$ cat config.mk
export PLATFORM = sky130hd
export DESIGN_NAME = cail_coef_loader
export DESIGN_NICKNAME = d
export VERILOG_FILES = /design/src/rtl/cail_pkg.sv /design/src/rtl/cail_coef_loader_seq.sv /design/src/rtl/cail_coef_loader.sv
export SDC_FILE = /design/constraint.sdc
export NUM_CORES = 2
export LEC_CHECK = 0
export ABC_AREA = 1
export CORE_MARGIN = 2
export CORE_UTILIZATION = 56
export DETAILED_ROUTE_END_ITERATION = 12
export PLACE_DENSITY_LB_ADDON = 0.3
export SLEW_MARGIN = 20
export SYNTH_ARGS = -nofsm -noshare
export SYNTH_HDL_FRONTEND = slang
export SYNTH_SLANG_ARGS = --single-unit
$ cat constraint.sdc
create_clock -name clk -period 2.5 [get_ports clk]
set_input_delay 0.375 -clock clk [delete_from_list [all_inputs] [get_ports clk]]
set_output_delay 0.375 -clock clk [all_outputs]
set_load 0.05 [all_outputs]
$ cat src/rtl/cail_pkg.sv
// Shared types and constants for the calibration-coefficient loader.
// Bank layout: word 2c = channel c offset, word 2c+1 = channel c gain.
package cail_pkg;

    localparam int CH_NUM       = 8;
    localparam int BYTES_PER_CH = 8;
    localparam int NBYTES       = CH_NUM * BYTES_PER_CH;
    localparam int NWORDS       = NBYTES / 4;

    localparam logic [31:0] FLOAT_ONE  = 32'h3F800000;
    localparam logic [31:0] FLOAT_ZERO = 32'h0;

    typedef enum logic [2:0] {
        LD_IDLE,
        LD_REQ,
        LD_WAIT,
        LD_NEXT,
        LD_COMMIT
    } ld_state_e;

    typedef logic [CH_NUM-1:0][31:0] coef_bank_t;
    typedef logic [NWORDS-1:0][31:0] word_bank_t;

    // Identity bank: zero offset, unity gain on every channel.
    function automatic word_bank_t default_bank();
        word_bank_t b;
        for (int w = 0; w < NWORDS; w++) begin
            b[w] = (w % 2 == 1) ? FLOAT_ONE : FLOAT_ZERO;
        end
        return b;
    endfunction

endpackage

$ cat src/rtl/cail_coef_loader_seq.sv
// Conversion-slot sequencer: walks seq_cnt after cail_en and presents
// the active offsets and gains in their per-channel windows.
module cail_seq
    import cail_pkg::*;
#(
    parameter int SUB_DLY  = 5,
    parameter int MULT_DLY = 12
) (
    input  logic        clk,
    input  logic        rst,
    input  logic        en_i,
    input  coef_bank_t  offs_i,
    input  coef_bank_t  gain_i,
    output logic        idle_o,
    output logic [31:0] sub_o,
    output logic [31:0] mult_o
);

    localparam logic [4:0] SUB_LO = 5'(SUB_DLY);
    localparam logic [4:0] SUB_HI = 5'(SUB_DLY + CH_NUM - 1);
    localparam logic [4:0] MUL_LO = 5'(MULT_DLY);
    localparam logic [4:0] MUL_HI = 5'(MULT_DLY + CH_NUM - 1);

    logic [4:0]  cnt_q, cnt_d;
    logic [31:0] sub_q, sub_d;
    logic [31:0] mult_q, mult_d;
    logic [2:0]  sub_idx, mul_idx;

    // Next count and registered window muxing from the active bank.
    always_comb begin
        cnt_d   = cnt_q;
        sub_d   = FLOAT_ZERO;
        mult_d  = FLOAT_ZERO;
        sub_idx = 3'(cnt_q - SUB_LO);
        mul_idx = 3'(cnt_q - MUL_LO);
        if (cnt_q == 5'd0) begin
            if (en_i) begin
                cnt_d = 5'd1;
            end
        end else if (cnt_q == MUL_HI) begin
            cnt_d = 5'd0;
        end else begin
            cnt_d = cnt_q + 5'd1;
        end
        if (cnt_q >= SUB_LO && cnt_q <= SUB_HI) begin
            sub_d = offs_i[sub_idx];
        end
        if (cnt_q >= MUL_LO && cnt_q <= MUL_HI) begin
            mult_d = gain_i[mul_idx];
        end
    end

    // Counter and output registers; reset clears any sequence in flight.
    always_ff @(posedge clk) begin
        if (rst) begin
            cnt_q  <= 5'd0;
            sub_q  <= FLOAT_ZERO;
            mult_q <= FLOAT_ZERO;
        end else begin
            cnt_q  <= cnt_d;
            sub_q  <= sub_d;
            mult_q <= mult_d;
        end
    end

    assign idle_o = (cnt_q == 5'd0);
    assign sub_o  = sub_q;
    assign mult_o = mult_q;

endmodule

$ cat src/rtl/cail_coef_loader.sv
// Loads 8 x (offset, gain) floats byte-wise from EEPROM into a shadow
// bank, commits atomically between sequences, and streams them out.
module cail_coef_loader
    import cail_pkg::*;
#(
    parameter logic [9:0]  BASE_ADDR = 10'd0,
    parameter int          SUB_DLY   = 5,
    parameter int          MULT_DLY  = 12,
    parameter logic [15:0] TIMEOUT   = 16'd50000
) (
    input  logic        clk,
    input  logic        rst,
    input  logic        init_done_i,
    input  logic        reload_i,
    output logic        ee_rd_req_o,
    output logic [9:0]  ee_rd_addr_o,
    input  logic        ee_rd_valid_i,
    input  logic [7:0]  ee_rd_data_i,
    input  logic        cail_en_i,
    output logic [31:0] cail_sub_o,
    output logic [31:0] cail_mult_o,
    output logic        busy_o,
    output logic        load_done_o,
    output logic        err_o
);

    ld_state_e   st_q, st_d;
    logic [5:0]  b_q, b_d;
    logic [31:0] asm_q, asm_d;
    logic [15:0] tmo_q, tmo_d;
    logic        err_q, err_d;
    logic        done_q;
    logic        init_q;
    logic        start;
    logic        shd_we;
    logic        commit;
    logic        seq_idle;
    word_bank_t  shd_q, act_q;
    coef_bank_t  offs, gain;

    assign start = (init_done_i & ~init_q) | reload_i;

    // Load FSM next-state; commit waits for an idle sequencer.
    always_comb begin
        st_d   = st_q;
        b_d    = b_q;
        asm_d  = asm_q;
        tmo_d  = tmo_q;
        err_d  = err_q;
        shd_we = 1'b0;
        commit = 1'b0;
        unique case (st_q)
            LD_IDLE: begin
                if (start) begin
                    st_d  = LD_REQ;
                    b_d   = 6'd0;
                    err_d = 1'b0;
                end
            end
            LD_REQ: begin
                st_d  = LD_WAIT;
                tmo_d = 16'd0;
            end
            LD_WAIT: begin
                if (ee_rd_valid_i) begin
                    asm_d = {asm_q[23:0], ee_rd_data_i};
                    st_d  = LD_NEXT;
                end else if (tmo_q == TIMEOUT) begin
                    err_d = 1'b1;
                    st_d  = LD_IDLE;
                end else begin
                    tmo_d = tmo_q + 16'd1;
                end
            end
            LD_NEXT: begin
                shd_we = (b_q[1:0] == 2'd3);
                if (b_q == 6'd63) begin
                    st_d = LD_COMMIT;
                end else begin
                    b_d  = b_q + 6'd1;
                    st_d = LD_REQ;
                end
            end
            LD_COMMIT: begin
                if (seq_idle) begin
                    commit = 1'b1;
                    st_d   = LD_IDLE;
                end
            end
            default: st_d = LD_IDLE;
        endcase
    end

    // Load FSM state; the init edge detector tracks its input in reset
    // so a level already high at reset release does not start a load.
    always_ff @(posedge clk) begin
        init_q <= init_done_i;
        if (rst) begin
            st_q   <= LD_IDLE;
            b_q    <= 6'd0;
            asm_q  <= 32'd0;
            tmo_q  <= 16'd0;
            err_q  <= 1'b0;
            done_q <= 1'b0;
        end else begin
            st_q   <= st_d;
            b_q    <= b_d;
            asm_q  <= asm_d;
            tmo_q  <= tmo_d;
            err_q  <= err_d;
            done_q <= commit;
        end
    end

    // Shadow fills word by word; active bank swaps in a single cycle.
    always_ff @(posedge clk) begin
        if (rst) begin
            shd_q <= default_bank();
            act_q <= default_bank();
        end else begin
            if (shd_we) begin
                shd_q[b_q[5:2]] <= asm_q;
            end
            if (commit) begin
                act_q <= shd_q;
            end
        end
    end

    // Split interleaved bank words into per-channel offset/gain views.
    always_comb begin
        for (int c = 0; c < CH_NUM; c++) begin
            offs[c] = act_q[2*c];
            gain[c] = act_q[2*c+1];
        end
    end

    cail_seq #(
        .SUB_DLY  (SUB_DLY),
        .MULT_DLY (MULT_DLY)
    ) u_seq (
        .clk    (clk),
        .rst    (rst),
        .en_i   (cail_en_i),
        .offs_i (offs),
        .gain_i (gain),
        .idle_o (seq_idle),
        .sub_o  (cail_sub_o),
        .mult_o (cail_mult_o)
    );

    assign ee_rd_req_o  = (st_q == LD_REQ);
    assign ee_rd_addr_o = ee_rd_req_o ? BASE_ADDR + {4'd0, b_q} : 10'd0;
    assign busy_o       = (st_q != LD_IDLE);
    assign load_done_o  = done_q;
    assign err_o        = err_q;

endmodule

==> summary.txt <==
Route
  – DR WL/cell: 17.9 um
  – Drt via density: 5.70
  – Drt pass-1 iters: 5
  – Antenna Nets Post-Route: 0
  – # DRC: 0
  – Post-Route WL: 115000 um
  – Detailed Route Iter0 Violations: between 3000 and 4000
  – DR vias: 36600

Finish
  – Post-Route Utilization: 0.637
  – N_diodes: 0
  – Design Area, Final: 0.0485 mm^2
  – Layout cells sized above 1: 0.0631
  – Area growth from synthesis to layout: 12.5%
  – Non-Filler Instances: about 6400
  – Nets: 5328

Power
  – Sequential power share: 0.442
  – Pint: 30.3 mW
  – Comb pwr share: 0.143
  – Sw Ratio: 0.281
  – Power share of the clock group: 0.415
  – Net Sw Power: 11.8 mW
  – Worst VDD drop: between 0.0007 and 0.0008 V
  – Pleak: 19.4 nW
  – PD cells: 870 mW/mm^2

STA
  – Final setup violating endpoints: 0
  – Max-slew headroom: 0.474
  – Worst slew pin tran: just under 800 ps
  – Final count of hold timing violations: 0
  – Setup ws final: 81.6 ps
  – Final min period: 2420 ps
  – Final Max Slew Viols: 0
  – Setup_tns: 0 ps
  – Fmax: 413 MHz
  – RSZ-0062 raised after global routing: no
  – Final period util: 0.967
  – Final setup skew: between 20 and 25 ps

Critical path
  – Critical Path Fanout Max: 15
  – CP Cell Sequence: inv_1, nor3_4, inv_2, nor2_1, buf_4
  – Arr. time, crit path: 2040 ps
  – CP Depth: 5
  – Critical path endpoint category: primary output
  – Slowest cell on the critical path: dfxtp_1
  – Worst Reg-to-Reg Cells: 7
  – Nature of the critical path startpoint: flip-flop
  – Family with the most delay on the worst path: buffers and inverters
  – Max incr delay on CP: 370 ps
  – Critical Path RT: 2120 ps
  – CP Buf/Inv Count: 3
  – Crit path kind: flip-flop to primary output

Yosys
  – Most frequent cell after synthesis: o21ai_0
  – Gate Count Post-Synth: 5474
  – Simple-gate share of the synthesized area: 0.121
  – Largest family of logic cells by synthesized area: compound AO/OA/AOI/OAI gates
  – Most used DFF post-synth: dfxtp_1
  – Synthesized-area fraction occupied by adder cells: 0.00203
  – Number of enable flip-flop cells after synthesis: 0
  – Synth area leaders: dfxtp_1, o21ai_0, a21oi_1
  – Yosys reg bits: 1153
  – Yosys top cell by area: dfxtp_1
  – Synth Area in XOR/XNOR: 0.000813
  – Sequential share of the synthesized area: 0.536
  – Distinct cells, synth: 38
  – Netlist Area Pre-Place: 0.0431 mm^2
  – Syn Area/Cell: 7.87 um^2
  – Compound-Gate Fraction of Synth Area: 0.264
  – Post-synth ARST share: 0
  – Post-synthesis mux area share: 0
  – Synth top area share: 0.536
  – Synth Warn #: 0
  – Commonest cells in the netlist: o21ai_0, dfxtp_1, nor2_1, a21oi_1, nand2_1

Floorplanning
  – Row cnt: 101
  – Core ar.: 0.0761 mm^2
  – Io pins: 92
  – Starting Density: 0.566
  – Die Y: between 200 and 300 um
  – Die width: 281 um
  – Die ar.: 0.0792 mm^2

Job
  – # Max-Cap Violations: 0

Global route
  – Gr busiest metal: met2
  – Met2 Resource Use GR: 0.464
  – M1 GR Usage: 0.388
  – Total gr overflow: 0
  – First-pass GRT wire length: 182000 um
  – Vias in the first global route: 33700
  – Total track usage: 0.284
  – GR Util met3: 0.0358
  – Largest net degree at the start of global routing: about 130
  – Initial antenna violation count: 0

Clocking
  – CTS Root Cell: clkbuf_16
  – CTS tree: built
  – Clk sinks: 1153
  – Postcts setup bufs: 0
  – Total CTS buffers: 114
  – Hold_buf cts: 0
  – Clock tree buffer depth: 3
  – Worst skew pair latency: approximately 680 ps
  – Gates resized, CTS repair: 4
  – Htree depth: 3
  – CTS clock-pin slew for the worst setup and hold paths: 60 ps

Min path
  – Hold Crit Class: input pin to flip-flop
  – Hold Path Cell Cnt: 1

Outcome
  – Status: completed

Place
  – Pre-CTS setup slack: 317 ps
  – Post-DP Area: 0.0446 mm^2
  – DP Cell Count: 6221
  – I/O Buffers: between 80 and 90
  – Detailed Place HPWL: between 60000 and 70000 um
  – GPL Wtd Cong: 0.836
==> routing by layer <==
layer	routed length [um]	up-vias
met5	0	-
met3	7140	208
met1	51400	17200
met2	53100	1213
li1	-	18000
met4	3510	0
==> stage by stage <==
stage	power [mW]	hold slack, ps
3_3_place_gp	24.9	431
4_1_cts	42.2	150
3_5_place_dp	24.9	437
6_report	42.2	170
2_1_floorplan	22.8	403
5_1_grt	43.6	177
==> cell usage in the layout, fill, tap and decap left out, types with 10 or more instances in the layout <==
master and n:
a21oi_1 748, nand3_1 69, buf_4 70, clkbuf_16 116, o211ai_1 107, nor3_1 11
a31oi_1 33, clkbuf_8 22, dfxtp_1 1151, clkinv_1 20, clkdlybuf4s50_1 78, buf_12 40
clkbuf_1 24, inv_1 310, o21ai_0 1182, bufinv_16 11, nand2_1 347, clkinv_2 22
o21ai_1 42, nor2_1 847, nor2_4 13, a211oi_1 56, inv_2 10
==> worst register-to-register path: stages (launching register included) <==
cell and delay (ps):
dfxtp_2 330, buf_4 560, ha_1 340, nand3_1 140, nand3_1 120, o211ai_1 90, buf_4 330, a31oi_1 260
==> path summary, 6_finish.rpt <==
kind / startpoint / slack [ps] / to
worst max-delay path: st_q[0] / 80 / ee_rd_addr_o[4]
worst min-delay path: init_done_i / 170 / init_q
worst max register to register: u_seq.cnt_q[1] / 270 / u_seq.mult_o[17]
worst min register to register: shd_q[117] / 440 / act_q[117]
==> layout make-up <==
class | instances | area, um^2
repair buffers | 191 | 2130
clock inverters | 47 | 577
multi-input cells | 3504 | 16800
inverters | 343 | 1310
flip-flops and latches | 1153 | 23100
clock buffers | 162 | 3300
well taps | 1030 | 1290
fillers | 6525 | 27600
==> registers in the layout (all words and copies together), names as in the netlist <==
name,flops
act_q,512
asm_q,32
b_q,6
err_o,1
init_q,1
load_done_o,1
shd_q,512
st_q,3
tmo_q,16
u_seq.cnt_q,5
u_seq.mult_o,32
u_seq.sub_o,32
==> kinds of logic (layout without fill, tap and decap cells) <==
family,count (synthesis),in the layout
adders and majority gates,7,7
DFF,1153,1153
AOI/OAI and AO/OA,2179,2179
other,1,4
buffers and inverters,820,743
xor gates and xnor gates,4,4
and+or+nand+nor,1310,1310
==> power groups by stage <==
stage                     Sequential [mW]  Combinational, mW  Clock (mW)
after floorplan                      19.0               3.86           0
after global placement               19.0               5.82           0
after detailed placement             19.0               5.88           0
after CTS                            18.6               5.91        17.7
after global routing                 18.6               6.54        18.4
final                                18.6               6.03        17.5
(Power assumes the default switching activity.)
